`config.mk`:
```
export PLATFORM = sky130hd
export DESIGN_NAME = imem_boot_loader
export DESIGN_NICKNAME = d
export VERILOG_FILES = /design/src/rtl/boot_pkg.sv /design/src/rtl/byte_word_packer.sv /design/src/rtl/imem_boot_loader.sv
export SDC_FILE = /design/constraint.sdc
export NUM_CORES = 1
export LEC_CHECK = 0
export BUFFER_PORTS_ARGS = -buffer_cell sky130_fd_sc_hd__buf_2
export CORE_MARGIN = 8
export CORE_UTILIZATION = 45
export CTS_CLUSTER_SIZE = 10
export DETAILED_ROUTE_END_ITERATION = 7
export SLEW_MARGIN = 20
export SYNTH_ARGS = -nofsm -noshare
export SYNTH_HDL_FRONTEND = slang
export SYNTH_SLANG_ARGS = --single-unit
```
`constraint.sdc`:
```
create_clock -name clk -period 2.1 [get_ports clk]
set_input_delay 0 -clock clk [delete_from_list [all_inputs] [get_ports clk]]
set_output_delay 0 -clock clk [all_outputs]
set_load 0.02 [all_outputs]
```
`src/rtl/boot_pkg.sv`:
```
// Shared constants for the instruction-memory boot loader.
// State encoding and frame geometry used by the loader FSM and packer.
package boot_pkg;

    localparam logic [2:0] ST_LEN0 = 3'd0;
    localparam logic [2:0] ST_LEN1 = 3'd1;
    localparam logic [2:0] ST_DATA = 3'd2;
    localparam logic [2:0] ST_CSUM = 3'd3;
    localparam logic [2:0] ST_DONE = 3'd4;
    localparam logic [2:0] ST_ERR  = 3'd5;

    localparam int HDR_BYTES  = 2;
    localparam int WORD_BYTES = 4;

endpackage

```
`src/rtl/byte_word_packer.sv`:
```
// Little-endian 4-byte to 32-bit word assembler.
// word_valid is combinational on the byte that completes a word.
module byte_word_packer
    import boot_pkg::*;
(
    input  logic        clk,
    input  logic        rst,
    input  logic        in_valid,
    input  logic [7:0]  in_data,
    output logic        word_valid,
    output logic [31:0] word
);

    logic [1:0]  cnt;
    logic [23:0] sr;

    assign word       = {in_data, sr};
    assign word_valid = in_valid
                     && (cnt == 2'(WORD_BYTES - 1));

    always_ff @(posedge clk or negedge rst) begin
        if (!rst) begin
            cnt <= 2'd0;
            sr  <= 24'd0;
        end else if (in_valid) begin
            cnt <= cnt + 2'd1;
            sr  <= {in_data, sr[23:8]};
        end
    end

endmodule

```
`src/rtl/imem_boot_loader.sv`:
```
// Framed byte-stream loader for the CPU instruction memory.
// Holds the CPU in reset until the frame checksum verifies.
module imem_boot_loader
    import boot_pkg::*;
#(
    parameter int IMEM_DEPTH = 1024,
    parameter int ADDR_W     = 10
) (
    input  logic              clk,
    input  logic              rst,
    input  logic              in_valid,
    output logic              in_ready,
    input  logic [7:0]        in_data,
    output logic              imem_we,
    output logic [ADDR_W-1:0] imem_addr,
    output logic [31:0]       imem_wdata,
    output logic              cpu_hold,
    output logic              done,
    output logic              error
);

    localparam logic [16:0] DEPTH_L = 17'(IMEM_DEPTH);

    logic [2:0]  state;
    logic [7:0]  len_lo;
    logic [7:0]  xacc;
    logic [15:0] wcnt;
    logic [15:0] nwords;
    logic [15:0] len;
    logic [15:0] wcnt_nx;
    logic        acc;
    logic        pk_in;
    logic        pk_valid;
    logic [31:0] pk_word;

    assign in_ready = (state == ST_LEN0)
                   || (state == ST_LEN1)
                   || (state == ST_DATA)
                   || (state == ST_CSUM);

    assign acc      = in_valid && in_ready;
    assign len      = {in_data, len_lo};
    assign wcnt_nx  = wcnt + 16'd1;
    assign pk_in    = acc && (state == ST_DATA);

    assign done     = (state == ST_DONE);
    assign error    = (state == ST_ERR);
    assign cpu_hold = (state != ST_DONE);

    byte_word_packer u_packer (
        .clk        (clk),
        .rst        (rst),
        .in_valid   (pk_in),
        .in_data    (in_data),
        .word_valid (pk_valid),
        .word       (pk_word)
    );

    always_ff @(posedge clk or negedge rst) begin
        if (!rst) begin
            state      <= ST_LEN0;
            len_lo     <= 8'd0;
            xacc       <= 8'd0;
            wcnt       <= 16'd0;
            nwords     <= 16'd0;
            imem_we    <= 1'b0;
            imem_addr  <= '0;
            imem_wdata <= 32'd0;
        end else begin
            imem_we <= 1'b0;

            // the checksum byte itself is never folded in
            if (acc && (state != ST_CSUM))
                xacc <= xacc ^ in_data;

            if (pk_valid) begin
                imem_we    <= 1'b1;
                imem_addr  <= wcnt[ADDR_W-1:0];
                imem_wdata <= pk_word;
                wcnt       <= wcnt_nx;
            end

            if (acc) begin
                unique case (1'b1)
                    state == ST_LEN0: begin
                        len_lo <= in_data;
                        state  <= ST_LEN1;
                    end
                    state == ST_LEN1: begin
                        nwords <= len;
                        if ({1'b0, len} > DEPTH_L)
                            state <= ST_ERR;
                        else if (len == 16'd0)
                            state <= ST_CSUM;
                        else
                            state <= ST_DATA;
                    end
                    state == ST_DATA: begin
                        if (pk_valid && (wcnt_nx == nwords))
                            state <= ST_CSUM;
                    end
                    state == ST_CSUM: begin
                        state <= (in_data == xacc)
                               ? ST_DONE : ST_ERR;
                    end
                    default: ;
                endcase
            end
        end
    end

endmodule

```
==> run_summary.xml <==
<?xml version="1.0" encoding="UTF-8"?>
<metrics>
  <group name="cts">
    <metric name="tritoncts_buffers" unit="">17</metric>
    <metric name="clock_input_transition_at_the_sequential_cells_of_the_worst_setup_and_hold_paths" unit="ns">0.05</metric>
    <metric name="post-cts-setup-buffer-count" unit="">0</metric>
    <metric name="numClockSinks" unit="">120</metric>
    <metric name="htreeDepth" unit="">4</metric>
    <metric name="tritoncts" unit="">yes</metric>
    <metric name="clk_latency_worst_skew_pair" unit="ns">0.41</metric>
    <metric name="cts.root.buffer_cell" unit="">sky130_fd_sc_hd__clkbuf_16</metric>
    <metric name="max-clock-path-buffers" unit="">2</metric>
  </group>
  <group name="critical_path">
    <metric name="cp_slowest_cell" unit="">sky130_fd_sc_hd__dfrtp_1</metric>
    <metric name="worst_path_dominant_cell_family" unit="">compound AO/OA/AOI/OAI gates</metric>
    <metric name="arrival" unit="ns">2.25</metric>
    <metric name="timing.critical_path.from_type" unit="">register</metric>
    <metric name="critPathRequiredTime" unit="ns">2.45</metric>
    <metric name="path_buf_inv" unit="">1</metric>
    <metric name="timing.critical_path.cells" unit="">ha_1 -&gt; nand4_1 -&gt; buf_4 -&gt; xnor2_1 -&gt; a211oi_2 -&gt; o21ai_1 -&gt; nor4_2 -&gt; o211a_1</metric>
    <metric name="reg2reg_setup_slack" unit="ns">0.20</metric>
    <metric name="cp_slowest_stage_delay" unit="ns">0.42</metric>
    <metric name="critical_path.endpoint_type" unit="">register</metric>
    <metric name="cp_max_fo" unit="">4</metric>
    <metric name="timing_worst_setup_path_type" unit="">register to register</metric>
  </group>
  <group name="synth">
    <metric name="synth_fp_nets" unit="">416</metric>
    <metric name="syn_area" unit="sq mm">0.005303</metric>
    <metric name="syn-instance-count" unit="">403</metric>
    <metric name="yosysWarnings" unit="">0</metric>
    <metric name="synth_edf_count" unit="">0</metric>
    <metric name="postSynthRegisterBits" unit="">120</metric>
    <metric name="synth_cell_type_count" unit="">41</metric>
    <metric name="synth_area_leaders" unit="">sky130_fd_sc_hd__dfrtp_1 57%, sky130_fd_sc_hd__mux2_2 19%, sky130_fd_sc_hd__xnor2_1 4.8%</metric>
    <metric name="postSynth.asyncResetShare" unit="">1.000</metric>
    <metric name="synth_top_area_cell" unit="">sky130_fd_sc_hd__dfrtp_1</metric>
    <metric name="seq_area_frac_synth" unit="">0.5663</metric>
    <metric name="synth_area_per_cell" unit="sq um">13.16</metric>
    <metric name="synthFlopType" unit="">sky130_fd_sc_hd__dfrtp_1</metric>
    <metric name="synth_largest_type_area_fraction" unit="">0.5663</metric>
  </group>
  <group name="placement">
    <metric name="portBuffers" unit="">57</metric>
    <metric name="place.gp.congestion" unit="">0.9076</metric>
    <metric name="final_hpwl_dp" unit="um">7793</metric>
    <metric name="dp_slack" unit="ns">0.1978</metric>
  </group>
  <group name="timing">
    <metric name="timing.clock.skew" unit="ns">0.006734</metric>
    <metric name="timing.final.crit_share" unit="">0.9046</metric>
    <metric name="timing.setup.tns" unit="ns">0</metric>
    <metric name="setup_viol_count_final" unit="">0</metric>
    <metric name="report.final.hold_viol_count" unit="">0</metric>
    <metric name="timing.final.crit_period" unit="ns">1.900</metric>
    <metric name="report.final.slew_viol_count" unit="">0</metric>
    <metric name="max_freq" unit="MHz">526.4</metric>
    <metric name="setup_ws" unit="ns">0.2004</metric>
    <metric name="final.hold.worst_slack" unit="ns">0.04279</metric>
    <metric name="rsz0062_at_grt" unit="">no</metric>
    <metric name="actual_slew_at_the_worst_max_slew_pin" unit="ns">0.6724</metric>
    <metric name="slew-limit-headroom" unit="">0.5518</metric>
  </group>
  <group name="drt">
    <metric name="via_count" unit="">3401</metric>
    <metric name="wire_per_inst" unit="um">17.48</metric>
    <metric name="dr.first_iter.drc_count" unit="">168</metric>
    <metric name="detail_route.vias_per_cell" unit="">5.281</metric>
    <metric name="met3_routed_wl" unit="um">485</metric>
    <metric name="detail_route.first_pass.iterations" unit="">4</metric>
    <metric name="wl_met1" unit="um">5433</metric>
    <metric name="ant_nets" unit="">0</metric>
    <metric name="drt_wl_total" unit="um">11260</metric>
    <metric name="top_signal_layer_used" unit="">met4</metric>
    <metric name="remaining_drc_errors" unit="">0</metric>
    <metric name="met2RoutedLength" unit="um">5142</metric>
  </group>
  <group name="floorplanning">
    <metric name="initial_core_util" unit="">0.4624</metric>
    <metric name="full_die_area" unit="sq mm">0.01551</metric>
    <metric name="num_io_pins" unit="">58</metric>
    <metric name="core.rowCount" unit="">39</metric>
    <metric name="dieWidth" unit="um">124.6</metric>
    <metric name="die-height" unit="um">124.6</metric>
    <metric name="core-area" unit="sq mm">0.01147</metric>
  </group>
  <group name="run_status">
    <metric name="outcome" unit="">complete, no violations</metric>
  </group>
  <group name="layout">
    <metric name="share_of_cells_above_drive_strength_1" unit="">0.4112</metric>
    <metric name="finalNetCount" unit="">501</metric>
    <metric name="n_antenna_cell" unit="">0</metric>
    <metric name="layout.cells.most_common" unit="">sky130_fd_sc_hd__dfrtp_1</metric>
    <metric name="areaGrowthSynthToFinish" unit="%">23.12</metric>
    <metric name="most-common-layout-cells" unit="">120 x sky130_fd_sc_hd__dfrtp_1, 91 x sky130_fd_sc_hd__mux2_2, 56 x sky130_fd_sc_hd__buf_2, 29 x sky130_fd_sc_hd__xnor2_1, 26 x sky130_fd_sc_hd__nand2_1</metric>
  </group>
  <group name="pwr">
    <metric name="post-layout-total-power" unit="mW">5.470</metric>
    <metric name="leakagePower" unit="nW">3.347</metric>
    <metric name="vdd_drop_max" unit="V">0.0005196</metric>
    <metric name="power_density" unit="mW/mm^2">837.9</metric>
  </group>
  <group name="grt">
    <metric name="maximum_number_of_pins_on_one_net_before_global_route_repair" unit="">56</metric>
    <metric name="antenna_violations_before_repair" unit="">0</metric>
    <metric name="number_of_global_route_vias_before_repair" unit="">3656</metric>
    <metric name="wire_length_of_the_first_global_routing_pass" unit="um">19130</metric>
    <metric name="grt_usage" unit="">0.1535</metric>
    <metric name="grt-ovfl-total" unit="">0</metric>
  </group>
  <group name="flow_run">
    <metric name="max_cap_violations" unit="">0</metric>
  </group>
  <group name="min_path">
    <metric name="hold_path.class" unit="">input pin to register</metric>
  </group>
</metrics>
worst reg2reg max path: stages, from the launching register on:
cell	delay, ns
sky130_fd_sc_hd__dfrtp_1	0.42
sky130_fd_sc_hd__ha_1	0.21
sky130_fd_sc_hd__nand4_1	0.17
sky130_fd_sc_hd__buf_4	0.20
sky130_fd_sc_hd__xnor2_1	0.14
sky130_fd_sc_hd__a211oi_2	0.21
sky130_fd_sc_hd__o21ai_1	0.11
sky130_fd_sc_hd__nor4_2	0.21
sky130_fd_sc_hd__o211a_1	0.16
kinds of logic after synthesis:
logic type,share of synthesized area
mux,0.2008
buf+inv,0.02525
fa+ha+maj,0.004718
compound gates,0.02879
flops,0.5663
simple gates,0.09155
xor+xnor,0.08259
routing by layer:
| layer | vias to the layer above | GRT usage |
|---|---|---|
| met3 | 16 | 0.04723 |
| met1 | 1727 | 0.2035 |
| met5 | - | 0 |
| li1 | 1579 | - |
| met2 | 79 | 0.2198 |
| met4 | 0 | 0.08150 |
report_power, final:
part	leakage (nW)	switching [mW]	internal, mW
registers	1.67	0	2.31
logic	1.39	0.0797	0.0332
clock network	0.289	1.03	2.02
total	3.35	1.11	4.36
path summary, 6_finish.rpt:
kind                              startpoint        endpoint  cells past startpoint
worst max register to register       wcnt[1]        state[0]                      8
min in group asynchronous                rst        wcnt[10]                      2
worst min register to register  imem_addr[5]    imem_addr[5]                      2
worst max-delay path                 wcnt[1]        state[0]                      8
max in group asynchronous                rst  imem_wdata[25]                      3
worst min-delay path              in_data[2]      nwords[10]                      4
sequential cells by signal (all words and copies together) (netlist names):
name          flops
imem_addr        10
imem_wdata       32
imem_we           1
len_lo            8
nwords           16
state             3
u_packer.cnt      2
u_packer.sr      24
wcnt             16
xacc              8
cell usage after synthesis, types with 2 or more instances:
cell	instances
sky130_fd_sc_hd__mux2i_1	4
sky130_fd_sc_hd__xnor2_1	29
sky130_fd_sc_hd__buf_6	2
sky130_fd_sc_hd__a21oi_1	4
sky130_fd_sc_hd__clkbuf_2	2
sky130_fd_sc_hd__nand4_1	5
sky130_fd_sc_hd__dfrtp_1	120
sky130_fd_sc_hd__nor3_2	2
sky130_fd_sc_hd__ha_1	2
sky130_fd_sc_hd__nand4b_1	2
sky130_fd_sc_hd__or3_1	4
sky130_fd_sc_hd__mux2_2	91
sky130_fd_sc_hd__buf_4	4
sky130_fd_sc_hd__nor2_1	13
sky130_fd_sc_hd__and3_1	3
sky130_fd_sc_hd__xor2_1	21
sky130_fd_sc_hd__nor4_1	8
sky130_fd_sc_hd__nor2b_1	4
sky130_fd_sc_hd__buf_2	9
sky130_fd_sc_hd__nor4_2	2
sky130_fd_sc_hd__o21ai_0	8
sky130_fd_sc_hd__nand2_1	27
sky130_fd_sc_hd__inv_1	4
sky130_fd_sc_hd__clkbuf_1	2
sky130_fd_sc_hd__nor3_1	5
sky130_fd_sc_hd__nand3_1	9
sky130_fd_sc_hd__a31oi_1	3
cell type report:
class	count	area, sq um
sequential	120	3003
clock buffer	21	450.4
multi-input combinational	259	2175
timing repair buffer	85	530.5
fill	965	4938
inverter	5	18.77
tap	143	178.9
clock inverter	11	172.7
per-stage QoR:
stage	utilization	cells	area [sq um]
finish	0.5693	644	6529
global route	0.5693	644	6529
CTS	0.5688	644	6523
detailed placement	0.5075	604	5819
global placement	0.5075	604	5819
floorplan	-	403	5303
repair_timing:
item	4_1_cts	5_1_grt
gates resized for setup	0	1
endpoints found under the hold margin	140	0
endpoints found under the setup margin	0	1
hold buffers	8	0
Power figures use the tool's default switching activity.
